## config.mk

```make
export PLATFORM = sky130hd
export DESIGN_NAME = elevator_scan_ctrl
export DESIGN_NICKNAME = d
export VERILOG_FILES = /design/src/rtl/elevator_pkg.sv /design/src/rtl/elevator_req_bank.sv /design/src/rtl/elevator_scan_ctrl.sv
export SDC_FILE = /design/constraint.sdc
export NUM_CORES = 1
export LEC_CHECK = 0
export ABC_CLOCK_PERIOD_IN_PS = 2400
export CAP_MARGIN = 25
export CELL_PAD_IN_SITES_DETAIL_PLACEMENT = 0
export CELL_PAD_IN_SITES_GLOBAL_PLACEMENT = 1
export CORE_MARGIN = 2
export CORE_UTILIZATION = 35
export CTS_BUF_LIST = sky130_fd_sc_hd__clkbuf_4 sky130_fd_sc_hd__clkbuf_8 sky130_fd_sc_hd__clkbuf_16
export DETAILED_ROUTE_END_ITERATION = 8
export PLACE_DENSITY = 0.81
export SLEW_MARGIN = 30
export SYNTH_ARGS = -nofsm -noshare
export SYNTH_HDL_FRONTEND = slang
export SYNTH_SLANG_ARGS = --single-unit
```

## constraint.sdc

```tcl
create_clock -name clk -period 2.4 [get_ports clk]
set_clock_uncertainty 0.2 [all_clocks]
set_input_delay 0.48 -clock clk [delete_from_list [all_inputs] [get_ports clk]]
set_output_delay 0.48 -clock clk [all_outputs]
set_load 0.03 [all_outputs]
```

## src/rtl/elevator_pkg.sv

```systemverilog
// Shared types and floor-mask helpers for the SCAN elevator controller.
package elevator_pkg;

   localparam int MAX_FLOORS = 32;

   typedef enum logic [1:0] {
      ST_IDLE = 2'd0,
      ST_MOVE = 2'd1,
      ST_EVAL = 2'd2,
      ST_DOOR = 2'd3
   } state_e;

   typedef enum logic {
      DIR_UP = 1'b0,
      DIR_DN = 1'b1
   } dir_e;

   // Floors strictly above pos; callers truncate to their own floor count.
   function automatic logic [MAX_FLOORS-1:0] above_mask(input int unsigned pos);
      logic [MAX_FLOORS-1:0] m;
      m = {MAX_FLOORS{1'b1}} << pos;
      return m << 1;
   endfunction

   function automatic logic [MAX_FLOORS-1:0] below_mask(input int unsigned pos);
      return ~({MAX_FLOORS{1'b1}} << pos);
   endfunction

endpackage

```

## src/rtl/elevator_req_bank.sv

```systemverilog
// Cab / hall-up / hall-down call latches with reductions relative to the car position.
import elevator_pkg::*;

module elevator_req_bank #(
   parameter int FLOORS = 5,
   parameter int POS_W  = 3
) (
   input  logic              clk_i,
   input  logic              rst_ni,
   input  logic [FLOORS-1:0] cab_set_i,
   input  logic [FLOORS-1:0] up_set_i,
   input  logic [FLOORS-1:0] dn_set_i,
   input  logic [FLOORS-1:0] cab_clr_i,
   input  logic [FLOORS-1:0] up_clr_i,
   input  logic [FLOORS-1:0] dn_clr_i,
   input  logic [POS_W-1:0]  pos_i,
   output logic [FLOORS-1:0] pending_o,
   output logic              cab_at_o,
   output logic              up_at_o,
   output logic              dn_at_o,
   output logic              any_at_o,
   output logic              any_above_o,
   output logic              any_below_o
);

   logic [FLOORS-1:0] cab_q, up_q, dn_q;
   logic [FLOORS-1:0] above_m, below_m;

   // Set has priority over clear; the top masks sets when a clear must win.
   always_ff @(posedge clk_i) begin
      if (!rst_ni) begin
         cab_q <= '0;
         up_q  <= '0;
         dn_q  <= '0;
      end else begin
         cab_q <= (cab_q & ~cab_clr_i) | cab_set_i;
         up_q  <= (up_q  & ~up_clr_i)  | up_set_i;
         dn_q  <= (dn_q  & ~dn_clr_i)  | dn_set_i;
      end
   end

   assign above_m     = FLOORS'(above_mask(32'(pos_i)));
   assign below_m     = FLOORS'(below_mask(32'(pos_i)));
   assign pending_o   = cab_q | up_q | dn_q;
   assign cab_at_o    = cab_q[pos_i];
   assign up_at_o     = up_q[pos_i];
   assign dn_at_o     = dn_q[pos_i];
   assign any_at_o    = pending_o[pos_i];
   assign any_above_o = |(pending_o & above_m);
   assign any_below_o = |(pending_o & below_m);

endmodule

```

## src/rtl/elevator_scan_ctrl.sv

```systemverilog
// Single-car SCAN controller: travel/door timing, door hold/re-open and emergency-stop freeze.
import elevator_pkg::*;

module elevator_scan_ctrl #(
   parameter int FLOORS      = 5,
   parameter int POS_W       = 3,
   parameter int MOVE_CYCLES = 4,
   parameter int DOOR_CYCLES = 3
) (
   input  logic              clk,
   input  logic              reset,
   input  logic [FLOORS-1:0] cab_req,
   input  logic [FLOORS-1:0] hall_up,
   input  logic [FLOORS-1:0] hall_dn,
   input  logic              door_hold,
   input  logic              estop,
   output logic [POS_W-1:0]  floor_pos,
   output logic              door_open,
   output logic              moving_up,
   output logic              moving_dn,
   output logic [FLOORS-1:0] pending
);

   localparam int CNT_MAX = (MOVE_CYCLES > DOOR_CYCLES) ? MOVE_CYCLES : DOOR_CYCLES;
   localparam int CNT_W   = $clog2(CNT_MAX + 1);
   localparam logic [CNT_W-1:0]  MOVE_LAST = CNT_W'(MOVE_CYCLES - 1);
   localparam logic [CNT_W-1:0]  DOOR_LAST = CNT_W'(DOOR_CYCLES - 1);
   localparam logic [POS_W-1:0]  TOP       = POS_W'(FLOORS - 1);
   localparam logic [FLOORS-1:0] UP_OK     = {1'b0, {(FLOORS-1){1'b1}}};
   localparam logic [FLOORS-1:0] DN_OK     = {{(FLOORS-1){1'b1}}, 1'b0};

   state_e            state_q, state_d;
   dir_e              dir_q, dir_d;
   logic [CNT_W-1:0]  cnt_q, cnt_d;
   logic [POS_W-1:0]  pos_q, pos_d;
   logic              door_q, up_q, dn_q;

   logic [FLOORS-1:0] here, call_vec, sup;
   logic [FLOORS-1:0] cab_clr, up_clr, dn_clr;
   logic              cab_at, up_at, dn_at, any_at, any_above, any_below;
   logic              call_here, stop;

   assign here      = FLOORS'(1) << pos_q;
   assign call_vec  = cab_req | (hall_up & UP_OK) | (hall_dn & DN_OK);
   assign call_here = |(call_vec & here);
   // A call for the open-door floor re-opens the door instead of being latched.
   assign sup       = (state_q == ST_DOOR && !estop) ? here : '0;

   elevator_req_bank #(
      .FLOORS (FLOORS),
      .POS_W  (POS_W)
   ) u_bank (
      .clk_i       (clk),
      .rst_ni      (reset),
      .cab_set_i   (cab_req & ~sup),
      .up_set_i    (hall_up & UP_OK & ~sup),
      .dn_set_i    (hall_dn & DN_OK & ~sup),
      .cab_clr_i   (cab_clr),
      .up_clr_i    (up_clr),
      .dn_clr_i    (dn_clr),
      .pos_i       (pos_q),
      .pending_o   (pending),
      .cab_at_o    (cab_at),
      .up_at_o     (up_at),
      .dn_at_o     (dn_at),
      .any_at_o    (any_at),
      .any_above_o (any_above),
      .any_below_o (any_below)
   );

   always_comb begin
      state_d = state_q;
      dir_d   = dir_q;
      cnt_d   = cnt_q;
      pos_d   = pos_q;
      cab_clr = '0;
      up_clr  = '0;
      dn_clr  = '0;
      stop    = 1'b0;
      if (!estop) begin
         unique case (state_q)
            ST_IDLE: begin
               cnt_d = '0;
               if (any_at) begin
                  state_d = ST_DOOR;
                  cab_clr = here;
                  up_clr  = here;
                  dn_clr  = here;
               end else if (dir_q == DIR_UP && any_above) begin
                  state_d = ST_MOVE;
               end else if (any_below) begin
                  state_d = ST_MOVE;
                  dir_d   = DIR_DN;
               end else if (any_above) begin
                  state_d = ST_MOVE;
                  dir_d   = DIR_UP;
               end
            end
            ST_MOVE: begin
               if (cnt_q == MOVE_LAST) begin
                  cnt_d   = '0;
                  state_d = ST_EVAL;
                  if (dir_q == DIR_UP) begin
                     if (pos_q != TOP) pos_d = pos_q + 1'b1;
                  end else if (pos_q != '0) begin
                     pos_d = pos_q - 1'b1;
                  end
               end else begin
                  cnt_d = cnt_q + 1'b1;
               end
            end
            ST_EVAL: begin
               cnt_d = '0;
               // Opposite-direction call is only taken here when the car reverses.
               if (dir_q == DIR_UP) begin
                  stop = cab_at | up_at | (!any_above & any_at) | (pos_q == TOP);
                  if (stop) begin
                     cab_clr = here;
                     up_clr  = here;
                     if (!any_above) begin
                        dn_clr = here;
                        dir_d  = DIR_DN;
                     end
                  end
               end else begin
                  stop = cab_at | dn_at | (!any_below & any_at) | (pos_q == '0);
                  if (stop) begin
                     cab_clr = here;
                     dn_clr  = here;
                     if (!any_below) begin
                        up_clr = here;
                        dir_d  = DIR_UP;
                     end
                  end
               end
               state_d = !stop ? ST_MOVE : (any_at ? ST_DOOR : ST_IDLE);
            end
            ST_DOOR: begin
               if (door_hold || call_here) begin
                  cnt_d = '0;
               end else if (cnt_q == DOOR_LAST) begin
                  cnt_d   = '0;
                  state_d = ST_IDLE;
               end else begin
                  cnt_d = cnt_q + 1'b1;
               end
            end
            default: state_d = ST_IDLE;
         endcase
      end
   end

   always_ff @(posedge clk) begin
      if (!reset) begin
         state_q <= ST_IDLE;
         dir_q   <= DIR_UP;
         cnt_q   <= '0;
         pos_q   <= '0;
         door_q  <= 1'b0;
         up_q    <= 1'b0;
         dn_q    <= 1'b0;
      end else begin
         state_q <= state_d;
         dir_q   <= dir_d;
         cnt_q   <= cnt_d;
         pos_q   <= pos_d;
         door_q  <= (state_d == ST_DOOR);
         up_q    <= !estop && (state_d == ST_MOVE || state_d == ST_EVAL) && dir_d == DIR_UP;
         dn_q    <= !estop && (state_d == ST_MOVE || state_d == ST_EVAL) && dir_d == DIR_DN;
      end
   end

   assign floor_pos = pos_q;
   assign door_open = door_q;
   assign moving_up = up_q;
   assign moving_dn = dn_q;

endmodule

```

# [Yosys cells after proc, flatten, opt, wreduce, memory -nomap -nowiden]
# Cells that the tools add are included.
[totals] regBits=27 inputBits=19 output_inout_bits=11 word_cells=135
[classes] addsub=3 magnitude_cmp=1 n_eq_ne=11 n_shift=2 muxes=57 bitwise=32 n_reduce_logical=19
[ops] cell="$mux 5" n=14
[ops] cell="$and 5x5->5" n=8
[ops] cell="$shl 32x3->5 const A" n=1
[ops] cell="$or 5x5->5" n=6
[ops] cell="$pmux 5 s2" n=3
[ops] cell="$not 5->5" n=5
[ops] cell="$mux 2" n=10
[ops] cell="$mux 3" n=6
[ops] cell="$mux 1" n=17
[ops] cell="$reduce_or 5->1" n=3
[ops] cell="$bmux 1 s3" n=4
[ops] cell="$pmux 3 s3" n=1
[ops] cell="$eq 2x2->1 const B" n=4
[ops] cell="$pmux 2 s4" n=1
[ops] cell="$add 3x1->3 const B" n=2
[ops] cell="$eq 3x2->1 const B" n=2
[ops] cell="$or 1x1->1" n=6
[ops] cell="$and 4x5->5" n=1
[ops] cell="$logic_and 1x1->1" n=5
[ops] cell="$or 5x4->5" n=1
[ops] cell="$reduce_and 5->1" n=1
[ops] cell="$shl 1x3->5 const A" n=1
[ops] cell="$eq 2x1->1 const B" n=2
[ops] cell="$lt 3x4->1 const B" n=1
[ops] cell="other kinds (14)" n=20

# [Longest topological paths before layout]
# Gate-level depths: netlist of the first run.
[logic_depth] ltp_word=18 ltp_mapped=12 mapped_depth_nobuf=12

# [Cells and area by module]
# Synthesis of the first run repeated with hierarchy kept, for this count alone.
[hier_totals] hier_cells=245 hier_area_um2=1980.6
[modules_own_cells] mod="elevator_scan_ctrl" instances=1 cells_each=159 area_per_inst_um2=1179.9 seq_area_each_um2=240.2
[modules_own_cells] mod="elevator_req_bank" instances=1 cells_each=86 area_per_inst_um2=800.8 seq_area_each_um2=300.3

# [Worst setup path after synthesis of the first run]
# OpenSTA, ideal clock, no wires.
[synth_timing] kind="register to register" start="register pos_q[1] (netlist: floor_pos[1])" end="register up_q (netlist: moving_up)" setup_time_ns=0.115 arrival_time_ns=2.435 required_ns=2.085 path_slack_ns=-0.350 stages_incl_launch_ff=13 n_path_buf=2 cell_sequence="dfxtp_1 buf_4 clkbuf_4 nor3_1 a2111oi_0 a21oi_1 o211ai_1 nand3_1 o31ai_2 ha_1 nand2_1 nor2_1 and3_1"
[synth_via] elab_chain_cells=18 elab_cells_between_ends=60 cone_classes="eq/ne: 3; shift: 2; mux: 31; bitwise: 13; reduce/logical: 11"
[synth_lines] element="start, declared" line_no="elevator_scan_ctrl.sv:35" source="logic [POS_W-1:0] pos_q, pos_d;"
[synth_lines] element="start signal, assigned" line_no="elevator_scan_ctrl.sv:166" source="pos_q <= pos_d;"
[synth_lines] element="$shl 32x3->5" line_no="elevator_pkg.sv:21" source="m = {MAX_FLOORS{1'b1}} << pos;"
[synth_lines] element="$not 5->5" line_no="elevator_pkg.sv:26" source="return ~({MAX_FLOORS{1'b1}} << pos);"
[synth_lines] element="$and 5x5->5" line_no="elevator_req_bank.sv:50" source="assign any_below_o = |(pending_o & below_m);"
[synth_lines] element="$reduce_or 5->1" line_no="elevator_req_bank.sv:50"
[synth_lines] element="$logic_not 1->1"
[synth_lines] element="$and 1x1->1" line_no="elevator_scan_ctrl.sv:126" source="stop = cab_at | dn_at | (!any_below & any_at) | (pos_q == '0);"
[synth_lines] element="$or 1x1->1 (2 in series)" line_no="elevator_scan_ctrl.sv:126"
[synth_lines] element="$mux 1" line_no="elevator_scan_ctrl.sv:115" source="if (dir_q == DIR_UP) begin"
[synth_lines] element="$mux 1" line_no="elevator_scan_ctrl.sv:81" source="unique case (state_q)"
[synth_lines] element="$mux 1" line_no="elevator_scan_ctrl.sv:80" source="if (!estop) begin"
[synth_lines] element="$mux 2" line_no="elevator_scan_ctrl.sv:136" source="state_d = !stop ? ST_MOVE : (any_at ? ST_DOOR : ST_IDLE);"
[synth_lines] element="$pmux 2 s4 *" line_no="elevator_scan_ctrl.sv:81"
[synth_lines] element="$mux 2 *" line_no="elevator_scan_ctrl.sv:80"
[synth_lines] element="named net state_d[1]" line_no="elevator_scan_ctrl.sv:32" source="state_e state_q, state_d;"
[synth_lines] element="$eq 2x1->1 / $eq 2x2->1 (equally long branches)" line_no="elevator_scan_ctrl.sv:168" source="up_q <= !estop && (state_d == ST_MOVE || state_d == ST_EVAL) && dir_d == DIR_UP;"
[synth_lines] element="$logic_or 1x1->1 *" line_no="elevator_scan_ctrl.sv:168"
[synth_lines] element="$logic_and 1x1->1 * (2 in series)" line_no="elevator_scan_ctrl.sv:168"
[synth_lines] element="end signal, assigned" line_no="elevator_scan_ctrl.sv:160" source="up_q <= 1'b0;"
[synth_lines] element="end signal, assigned" line_no="elevator_scan_ctrl.sv:168"
[synth_lines] element="end, declared" line_no="elevator_scan_ctrl.sv:36" source="logic door_q, up_q, dn_q;"
# The timed path passes the listed nets; every way through them passes the cells marked *. The select of a mux whose other input is x is not followed.
# A chain may end at the register's enable or synchronous reset.

# [Worst setup path after layout of the first run]
[layout_timing] start="register u_bank.dn_q[1]" end="register up_q (netlist: moving_up)"
[layout_via] elab_chain_cells=17 elab_cells_between_ends=47 cone_classes="eq/ne: 2; mux: 26; bitwise: 11; reduce/logical: 8"
[layout_lines] element="start, declared" line_no="elevator_req_bank.sv:26" source="logic [FLOORS-1:0] cab_q, up_q, dn_q;"
[layout_lines] element="start signal, assigned" line_no="elevator_req_bank.sv:38" source="dn_q <= (dn_q & ~dn_clr_i) | dn_set_i;"
[layout_lines] element="parallel branches: the longest is 11 deep, another holds $or 5x5->5"
[layout_lines] element="$pmux 2 s4 *" line_no="elevator_scan_ctrl.sv:81"
[layout_lines] element="$mux 2 *" line_no="elevator_scan_ctrl.sv:80"
[layout_lines] element="named net state_d[1]" line_no="elevator_scan_ctrl.sv:32"
[layout_lines] element="$eq 2x1->1 / $eq 2x2->1 (equally long branches)" line_no="elevator_scan_ctrl.sv:168"
[layout_lines] element="$logic_or 1x1->1 *" line_no="elevator_scan_ctrl.sv:168"
[layout_lines] element="$logic_and 1x1->1 * (2 in series)" line_no="elevator_scan_ctrl.sv:168"
# Mark *: on every way through the listed nets, which the timed path passes. The select of a mux whose other input is x is not followed.

==> flow_summary.yaml, run 1 <==
sta:
  setup_violations: 11
  tns_ns: -1.274
  rsz0062_at_grt: "true"
  fin_ws_ns: -0.2747
  fmax_mhz: 373.9
  tightest_slew_ns: 0.4420
  post-route-period-util: 1.114
  slew_headroom: 0.7047
  period_needed_ns: 2.675
  slew_violations: 0
  finalHoldViolations: 0
setup_path:
  start_kind: "register"
  arrival_ns: 2.67
  worstPathRequired_ns: 2.39
  startpoint: "u_bank.dn_q[1]"
  cp-end-kind: "register"
  critPathKind: "register to register"
  timing.rr.start: "u_bank.dn_q[1]"
  critPathMaxFanout: 3
placement:
  dp_hpwl_mm: 4.707
  portBuffers: 27
  finalWeightedCongestion: 0.8694
  dpl-instance-area_mm2: 0.002774
clock_tree:
  cts-hold-fix-buffers: 0
  cts_root_buffer: "clkbuf_8"
  h-tree-depth: 1
  numCtsBuffers: 3
  worstSkewPairLatency_ns: 0.29
  cts_tree: "built"
  cts_buffer_depth: 2
  clock_sinks: 27
  clk_pin_slew_ns: 0.10
job:
  max_cap_violations: 0
logic_synthesis:
  synth_top_area_frac: 0.2859
  ys_ff_latch: 27
  ys_async_sr_fraction: 0
  syn_inst: 244
  synthFlopType: "dfxtp_1"
  yosys.area_share.simple: 0.2561
  synth_xor_area_frac: 0.01390
  netlist_top_cells_area: "dfxtp_1 29%, a21oi_1 6.1%, nor2_1 4.8%"
  synthesis.nets: 269
  netlist_area_mm2: 0.001891
  ys_seq_area_frac: 0.2859
  yosys.area.top_type: "dfxtp_1"
  synth.most_common_cell: "dfxtp_1"
  syn_avg_cell_area_um2: 7.748
  synth_compound_area_frac: 0.3210
  yosysWarnings: 0
  synthMuxAreaShare: 0.005295
  synth_top_family_by_area: "compound AO/OA/AOI/OAI gates"
  ys_types: 65
  synth-edff-count: 0
  synthAdderAreaFrac: 0.04368
  synth_commonest_cells: "27 x dfxtp_1, 24 x nor2_1, 23 x a21oi_1"
floorplanning:
  core_area_mm2: 0.005172
  pin_count: 30
  die_y_um: 77.50
  rows: 26
  dieArea_mm2: 0.006005
  start_util: 0.3655
  chipWidth_um: 77.50
detailed_routing:
  wl_per_cell_um: 15.46
  routed_wl_mm: 6.400
  drtIter0Drc: 137
  route.detailed.drc: 0
  highest_layer: "met4"
  m1WireLength_mm: 2.846
  met2WireLength_mm: 3.134
  antenna_left: 0
  detail_route.vias_per_cell: 5.430
  vias: 2248
  met3_length_um: 304
  dr.pass1.iters: 4
grt:
  grt_pass1_wl_mm: 10.36
  grt_max_degree: 16
  antenna_found_initial: 0
  overflow: 0
  first_global_vias: 2172
  track_usage: 0.2181
worst_hold_path:
  hp-start: "u_bank.dn_q[0]"
  hp-class: "register to register"
power:
  powerDensity_mw_per_mm2: 415.4
  leakagePower_nw: 1.253
  worst_ir_drop_vdd_mv: 0.2888
layout:
  drive_above_1_share: 0.3895
  syn_to_final_growth_pct: 62.28
  n_antenna_cell: 0
  design_area_mm2: 0.003068
  fillers: 460
  num-nets-final: 370
status:
  status: "finished with violations"
  violations: "setup timing"
-- cell usage in the layout, fill, tap and decap left out, types with 5 or more instances in the layout --
| master | synthesis | layout |
|---|---|---|
| nand2_1 | 19 | 19 |
| ha_1 | 5 | 5 |
| a21oi_1 | 23 | 23 |
| inv_1 | 20 | 20 |
| dfxtp_1 | 27 | 20 |
| o21ai_0 | 9 | 5 |
| nor2_1 | 24 | 22 |
| nor3_2 | 3 | 5 |
| clkdlybuf4s50_1 | 0 | 24 |
| a211oi_1 | 8 | 6 |
| o31ai_2 | 2 | 5 |
| nor3_4 | 3 | 5 |
| buf_6 | 1 | 6 |
| buf_4 | 1 | 75 |
-- flip-flops by register name, indices dropped and copies added (netlist names) --
register,count
state_q,2
u_bank.cab_q,5
cnt_q,3
moving_dn,1
moving_up,1
u_bank.dn_q,5
floor_pos,3
dir_q,1
door_open,1
u_bank.up_q,5
-- critical path: stages (launching register included) --
cell and delay [ns]:
dfxtp_2 0.35, nor3_4 0.27, nand4_1 0.16, a221o_1 0.39, o211ai_1 0.33, nand3_2 0.16
o31ai_4 0.20, ha_1 0.26, nand2_1 0.07, nor2_2 0.04, and3_1 0.13
-- final timing paths --
path              depth (start not counted)        endpoint  slack, ns
hold reg to reg                           2  u_bank.dn_q[0]       0.29
hold / removal                            2  u_bank.dn_q[0]       0.29
setup reg to reg                         10       moving_up      -0.27
setup / recovery                         10       moving_up      -0.27
-- metal layers --
| layer | global-route usage | vias up |
|---|---|---|
| li1 | - | 1094 |
| met1 | 0.2809 | 1080 |
| met2 | 0.3713 | 64 |
| met3 | 0.03256 | 10 |
| met4 | 0.07500 | 0 |
| met5 | 0 | - |
-- kinds of logic after synthesis --
group                    after synthesis
AO/OA/AOI/OAI                         88
XOR/XNOR                               3
flip-flops                            27
multiplexers                           1
buffers and inverters                 33
adder cells (fa/ha/maj)                6
AND/OR/NAND/NOR                       86
-- where the power goes --
group	total [mW]	internal, mW	switching (mW)
Clock	0.282	0.117	0.165
Sequential	0.516	0.479	0.0376
Combinational	0.476	0.239	0.237
Total	1.27	0.835	0.439
-- layout make-up --
type                       count  area (um^2)  area share
multi-input combinational    184         1401      0.4568
timing repair buffer         108        897.1      0.2924
sequential                    27        556.8      0.1815
tap                           70        87.58     0.02855
inverter                      21        78.83     0.02569
clock buffer                   3        41.29     0.01346
clock inverter                 1        5.005    0.001631
-- through the flow --
step           hold WS, ns  total power, mW  setup WS [ns]  utilization  std cells
4_1_cts             0.2836            1.232        -0.2035       0.5643        408
5_1_grt             0.3049            1.341        -0.4302       0.5931        414
3_5_place_dp        0.2677           0.9277        -0.6338       0.5363        402
2_1_floorplan       0.2442           0.7199        -0.1532            -        244
3_3_place_gp        0.2566           0.9199        -0.5823       0.5363        402
6_report            0.2885            1.274        -0.2747       0.5931        414
-- timing repair --
| action | CTS | global route |
|---|---|---|
| pin swaps | 17 | 11 |
| buffers inserted | 5 | 6 |
| gates resized for setup | 25 | 29 |
| endpoints found under the setup margin | 19 | 23 |
Power figures use the tool's default switching activity.
==> inputs of run 2 (changes only) <==
Settings changed: CORE_MARGIN 2 to default.
==> run 2 against run 1 <==
- the run still ends with setup timing left
- largest power group unchanged
- first-iteration DRC count increased by 5.1%
- core utilization decreased by 0.28 points
- critical path type unchanged
- register-to-register slack got worse by 0.11 ns
- fmax decreased by 4.1%
- largest cell class unchanged
- sequential power about the same
- wire length increased by 0.81%
- sequential cell count unchanged
- clock-buffer cell count increased by 1
==> flow_summary.yaml, run 2 (synthesis gave the netlist of run 1 again) <==
status:
  status: "finished with violations"
  violations: "setup timing"
detailed_routing:
  drtIter0Drc: 144
  antenna_left: 0
  detail_route.vias_per_cell: 5.456
  route.detailed.drc: 0
  routed_wl_mm: 6.452
  wl_per_cell_um: 15.47
  vias: 2275
  dr.pass1.iters: 4
power:
  p_sw_mw: 0.4210
  intPower_mw: 0.8470
  sw_frac_of_total: 0.3320
  power_frac_clock: 0.223
  power_frac_seq: 0.405
  comb_power_share: 0.372
  worst_ir_drop_vdd_mv: 0.2081
  leakagePower_nw: 1.254
  powerDensity_mw_per_mm2: 417.9
clock_tree:
  cts-hold-fix-buffers: 0
  clock_sinks: 27
  cts_tree: "built"
  worstSkewPairLatency_ns: 0.28
  cts_root_buffer: "clkbuf_8"
  numCtsBuffers: 3
  h-tree-depth: 1
  clk_pin_slew_ns: 0.10
  cts_buffer_depth: 2
setup_path:
  start_kind: "register"
  critPathMaxStageDelay_ns: 0.40
  worstPathRequired_ns: 2.36
  crit_slowest_cell: "a221o_1"
  critPathMostFrequentCell: "buf_4"
  critPathMaxFanout: 4
  arrival_ns: 2.74
  path_cells: "nor3_4 -> buf_4 -> nand3_2 -> a221o_1 -> o211ai_1 -> nand3_2 -> buf_4 -> buf_6 -> o211ai_1 -> buf_4 -> o221ai_1"
  cp.buffers_inverters: 4
  critPathTopFamily: "compound AO/OA/AOI/OAI gates"
  critPathKind: "register to register"
  cp-end-kind: "register"
layout:
  n_antenna_cell: 0
  reg_top3: "u_bank.cab_q x5, u_bank.dn_q x5, u_bank.up_q x5"
  drive_above_1_share: 0.3718
  final_cell_mix: "79 x buf_4, 24 x clkdlybuf4s50_1, 23 x nor2_1, 22 x dfxtp_1, 21 x a21oi_1"
  num-nets-final: 373
  post-route-util: 0.5903
  final_common_cell: "buf_4"
  fillers: 508
  syn_to_final_growth_pct: 60.49
grt:
  grt_pass1_wl_mm: 9.901
  grt_max_degree: 15
  antenna_found_initial: 0
  track_usage: 0.2321
  overflow: 0
  first_global_vias: 2065
placement:
  portBuffers: 27
  finalWeightedCongestion: 0.9614
  dp_hpwl_mm: 4.804
sta:
  period_needed_ns: 2.788
  slew_violations: 0
  fin_ws_ns: -0.3876
  rsz0062_at_grt: "true"
  finalHoldViolations: 0
  slew_headroom: 0.6393
  hold_slack_ns: 0.2775
  fmax_mhz: 358.7
  post-route-period-util: 1.162
  tightest_slew_ns: 0.5397
  setup_violations: 12
floorplanning:
  rows: 26
  pin_count: 30
  chipWidth_um: 75.50
  dieArea_mm2: 0.005700
  die_y_um: 75.50
  core_area_mm2: 0.005140
  start_util: 0.3678
worst_hold_path:
  hp-class: "register to register"
job:
  max_cap_violations: 0
run 2: per-stage QoR:
| stage | instance area [um^2] | setup TNS (ns) | std cells | total power, mW | setup WS (ns) |
|---|---|---|---|---|---|
| 4_1_cts | 2905 | -1.063 | 408 | 1.235 | -0.2431 |
| 3_3_place_gp | 2766 | -2.759 | 401 | 0.9246 | -0.6016 |
| 3_5_place_dp | 2766 | -3.065 | 401 | 0.9312 | -0.6412 |
| 6_report | 3034 | -2.428 | 417 | 1.268 | -0.3876 |
| 5_1_grt | 3034 | -4.145 | 417 | 1.334 | -0.4758 |
| 2_1_floorplan | 1933 | -0.2951 | 244 | 0.7199 | -0.1532 |
run 2: worst reg2reg max path: stages, from the launching register on:
cell	delay, ns
dfxtp_2	0.35
nor3_4	0.27
buf_4	0.16
nand3_2	0.06
a221o_1	0.40
o211ai_1	0.32
nand3_2	0.17
buf_4	0.18
buf_6	0.11
o211ai_1	0.17
buf_4	0.17
o221ai_1	0.11
run 2: worst paths after layout:
kind | start | end | slack [ns] | cells past startpoint
min reg2reg | u_bank.dn_q[0] | u_bank.dn_q[0] | 0.28 | 2
max | u_bank.up_q[1] | u_bank.up_q[3] | -0.39 | 11
max reg2reg | u_bank.up_q[1] | u_bank.up_q[3] | -0.39 | 11
min | u_bank.dn_q[0] | u_bank.dn_q[0] | 0.28 | 2
run 2: routing by layer:
layer	vias to the layer above	part of all wire	global-route usage
met4	0	0.021	0.06790
met3	16	0.041	0.02778
met1	1092	0.46	0.3050
met5	-	0	0
met2	64	0.48	0.3998
li1	1103	-	-
run 2: cell type report:
class	count	area, um^2	area share
clock buffer	4	48.80	0.01608
inverter	21	78.83	0.02598
multi-input combinational	184	1348	0.4441
sequential	27	554.3	0.1827
tap	70	87.58	0.02887
timing repair buffer	111	917.1	0.3023
run 2: power groups by stage:
stage	combinational (mW)	clock (mW)	sequential, mW
final	0.471	0.282	0.514
after global routing	0.507	0.309	0.518
after CTS	0.432	0.291	0.511
after detailed placement	0.411	0	0.520
after global placement	0.406	0	0.519
after floorplan	0.194	0	0.526
run 2: repair_timing:
| action | CTS | global route |
|---|---|---|
| setup endpoints to repair | 17 | 23 |
| endpoints found under the hold margin | 0 | 0 |
| gates resized for setup | 17 | 21 |
| pin swaps | 11 | 14 |
| buffers inserted | 3 | 9 |
==> inputs of run 3 (changes only) <==
Settings changed: CELL_PAD_IN_SITES_DETAIL_PLACEMENT 0 to default, CELL_PAD_IN_SITES_GLOBAL_PLACEMENT 1 to default, CORE_UTILIZATION 35 to 48.
==> run 3 against run 2 <==
- the flow still finishes with violations (setup timing)
- die area is 26% lower
- hold slack got worse by 0.0044 ns
- sequential cell count unchanged
- core utilization rose by 22 points
- critical path depth is 2 higher
- first-iteration DRC count grew 69%
- cell count down 7.2%
- register-to-register slack gained 0.04 ns
- clock power is 1% higher
- wire length is 10% higher
- largest cell class unchanged
- highest routed layer unchanged
==> flow_summary.yaml, run 3 (synthesis gave the netlist of run 1 again) <==
setup_path:
  critPathKind: "register to register"
  r2r_end: "moving_dn"
  reg2reg_slack_ns: -0.35
  ff2ff_path_depth: 13
  start_kind: "register"
  cp-end-kind: "register"
  startpoint: "u_bank.cab_q[4]"
  worstPathRequired_ns: 2.42
  arrival_ns: 2.77
  timing.rr.start: "u_bank.cab_q[4]"
  critPathMaxFanout: 6
floorplanning:
  rows: 22
  dieArea_mm2: 0.004194
  die_y_um: 64.76
  start_util: 0.5088
  chipWidth_um: 64.76
  core_area_mm2: 0.003716
  pin_count: 30
power:
  intPower_mw: 0.8367
  power_frac_seq: 0.403
  leakagePower_nw: 1.248
  powerDensity_mw_per_mm2: 425.3
  power_mw: 1.286
  sw_frac_of_total: 0.3491
  worst_ir_drop_vdd_mv: 0.2394
  comb_power_share: 0.374
  p_sw_mw: 0.4488
  power_frac_clock: 0.223
clock_tree:
  clock_sinks: 27
  h-tree-depth: 1
  cts_tree: "built"
  worstSkewPairLatency_ns: 0.28
  numCtsBuffers: 3
  cts_root_buffer: "clkbuf_8"
  clk_pin_slew_ns: 0.10
  cts-hold-fix-buffers: 0
  cts_buffer_depth: 2
worst_hold_path:
  hp-class: "register to register"
  min_to: "u_bank.dn_q[0]"
  whs_path_depth: 2
  hp-start: "u_bank.dn_q[0]"
detailed_routing:
  drtIter0Drc: 244
  met3_length_um: 588
  antenna_left: 0
  met2WireLength_mm: 3.330
  highest_layer: "met4"
  route.detailed.drc: 0
  detail_route.vias_per_cell: 6.202
  vias: 2400
  wl_per_cell_um: 18.41
  m1WireLength_mm: 2.653
  dr.pass1.iters: 7
  routed_wl_mm: 7.123
grt:
  antenna_found_initial: 0
  grt_pass1_wl_mm: 10.26
  first_global_vias: 2242
  overflow: 0
  grt_max_degree: 15
  track_usage: 0.3189
sta:
  rsz0062_at_grt: "true"
  setup_violations: 17
  fin_ws_ns: -0.3521
  slew_violations: 0
  hold_slack_ns: 0.2730
  tightest_slew_ns: 0.4572
  post-route-period-util: 1.147
  period_needed_ns: 2.752
  slew_headroom: 0.6931
  finalHoldViolations: 0
  fmax_mhz: 363.4
layout:
  final_cells: 387
  num-nets-final: 365
  n_antenna_cell: 0
  ff_latch_area_um2: 555.5
  fillers: 222
  drive_above_1_share: 0.3805
  multi_input_area_mm2: 0.001421
  syn_to_final_growth_pct: 59.89
  final_cell_mix: "73 x buf_4, 24 x nor2_1, 23 x clkdlybuf4s50_1, 22 x a21oi_1, 21 x dfxtp_1"
  final_common_cell: "buf_4"
  reg_top3: "u_bank.cab_q x5, u_bank.dn_q x5, u_bank.up_q x5"
placement:
  finalWeightedCongestion: 0.9207
  preCtsSetupSlack_ns: -0.6066
  portBuffers: 27
  dp_cells: 372
  dp_hpwl_mm: 4.557
job:
  max_cap_violations: 0
status:
  status: "finished with violations"
  violations: "setup timing"
run 3: cell types whose count changed in the layout (fill, tap and decap cells not counted), sizes merged:
cell	before	now
buf	84	76
clkdlybuf4s50	24	23
dlymetal6s2s	2	3
run 3: cell type report:
cell class              instances  share of cell area
multi-input cells             184              0.4702
repair buffers                103              0.2839
flip-flops and latches         27              0.1838
inverters                      21             0.02608
well taps                      48             0.01987
clock buffers                   4             0.01614
run 3: worst max-delay path, cell delays in order (launching register included):
cell      delay [ns]
dfxtp_1         0.35
buf_4           0.16
nor3_4          0.23
buf_4           0.17
nor2_4          0.04
nor3_4          0.22
buf_6           0.16
a21oi_1         0.12
o21ai_2         0.25
o31ai_4         0.12
ha_1            0.31
nand2_1         0.08
nor2_1          0.12
a21boi_1        0.15
run 3: power by group through the flow:
stage / logic, mW / registers [mW] / clock network (mW)
floorplan: 0.194 / 0.526 / 0
global placement: 0.391 / 0.518 / 0
detailed placement: 0.396 / 0.520 / 0
CTS: 0.430 / 0.510 / 0.285
global route: 0.509 / 0.522 / 0.314
finish: 0.481 / 0.518 / 0.286
run 3: worst max path at each step:
| stage | endpoint | slack [ns] | cells after the start |
|---|---|---|---|
| final | moving_dn | -0.35 | 13 |
| after global routing | moving_dn | -0.46 | 12 |
| after CTS | moving_up | -0.26 | 10 |
| after detailed placement | moving_dn | -0.61 | 11 |
| after global placement | moving_dn | -0.55 | 11 |
| after floorplan | moving_up | -0.15 | 11 |
run 3: routing by layer:
metal | track usage | vias to the layer above
li1 | - | 1087
met1 | 0.3886 | 1088
met2 | 0.5247 | 160
met3 | 0.05458 | 65
met4 | 0.1806 | 0
met5 | 0 | -
run 3: timing repair:
item / CTS / global route
endpoints found under the hold margin: 0 / 0
pin swaps: 18 / 10
setup endpoints to repair: 18 / 22
gates resized for setup: 23 / 30
buffers inserted: 7 / 6
run 3: stage by stage:
step	TNS (ns)	util	cell area, um^2
CTS	-1.151	0.7734	2874
detailed placement	-3.444	0.7229	2686
global route	-3.769	0.8135	3023
global placement	-2.073	0.7229	2686
finish	-2.084	0.8135	3023
floorplan	-0.2951	-	1933
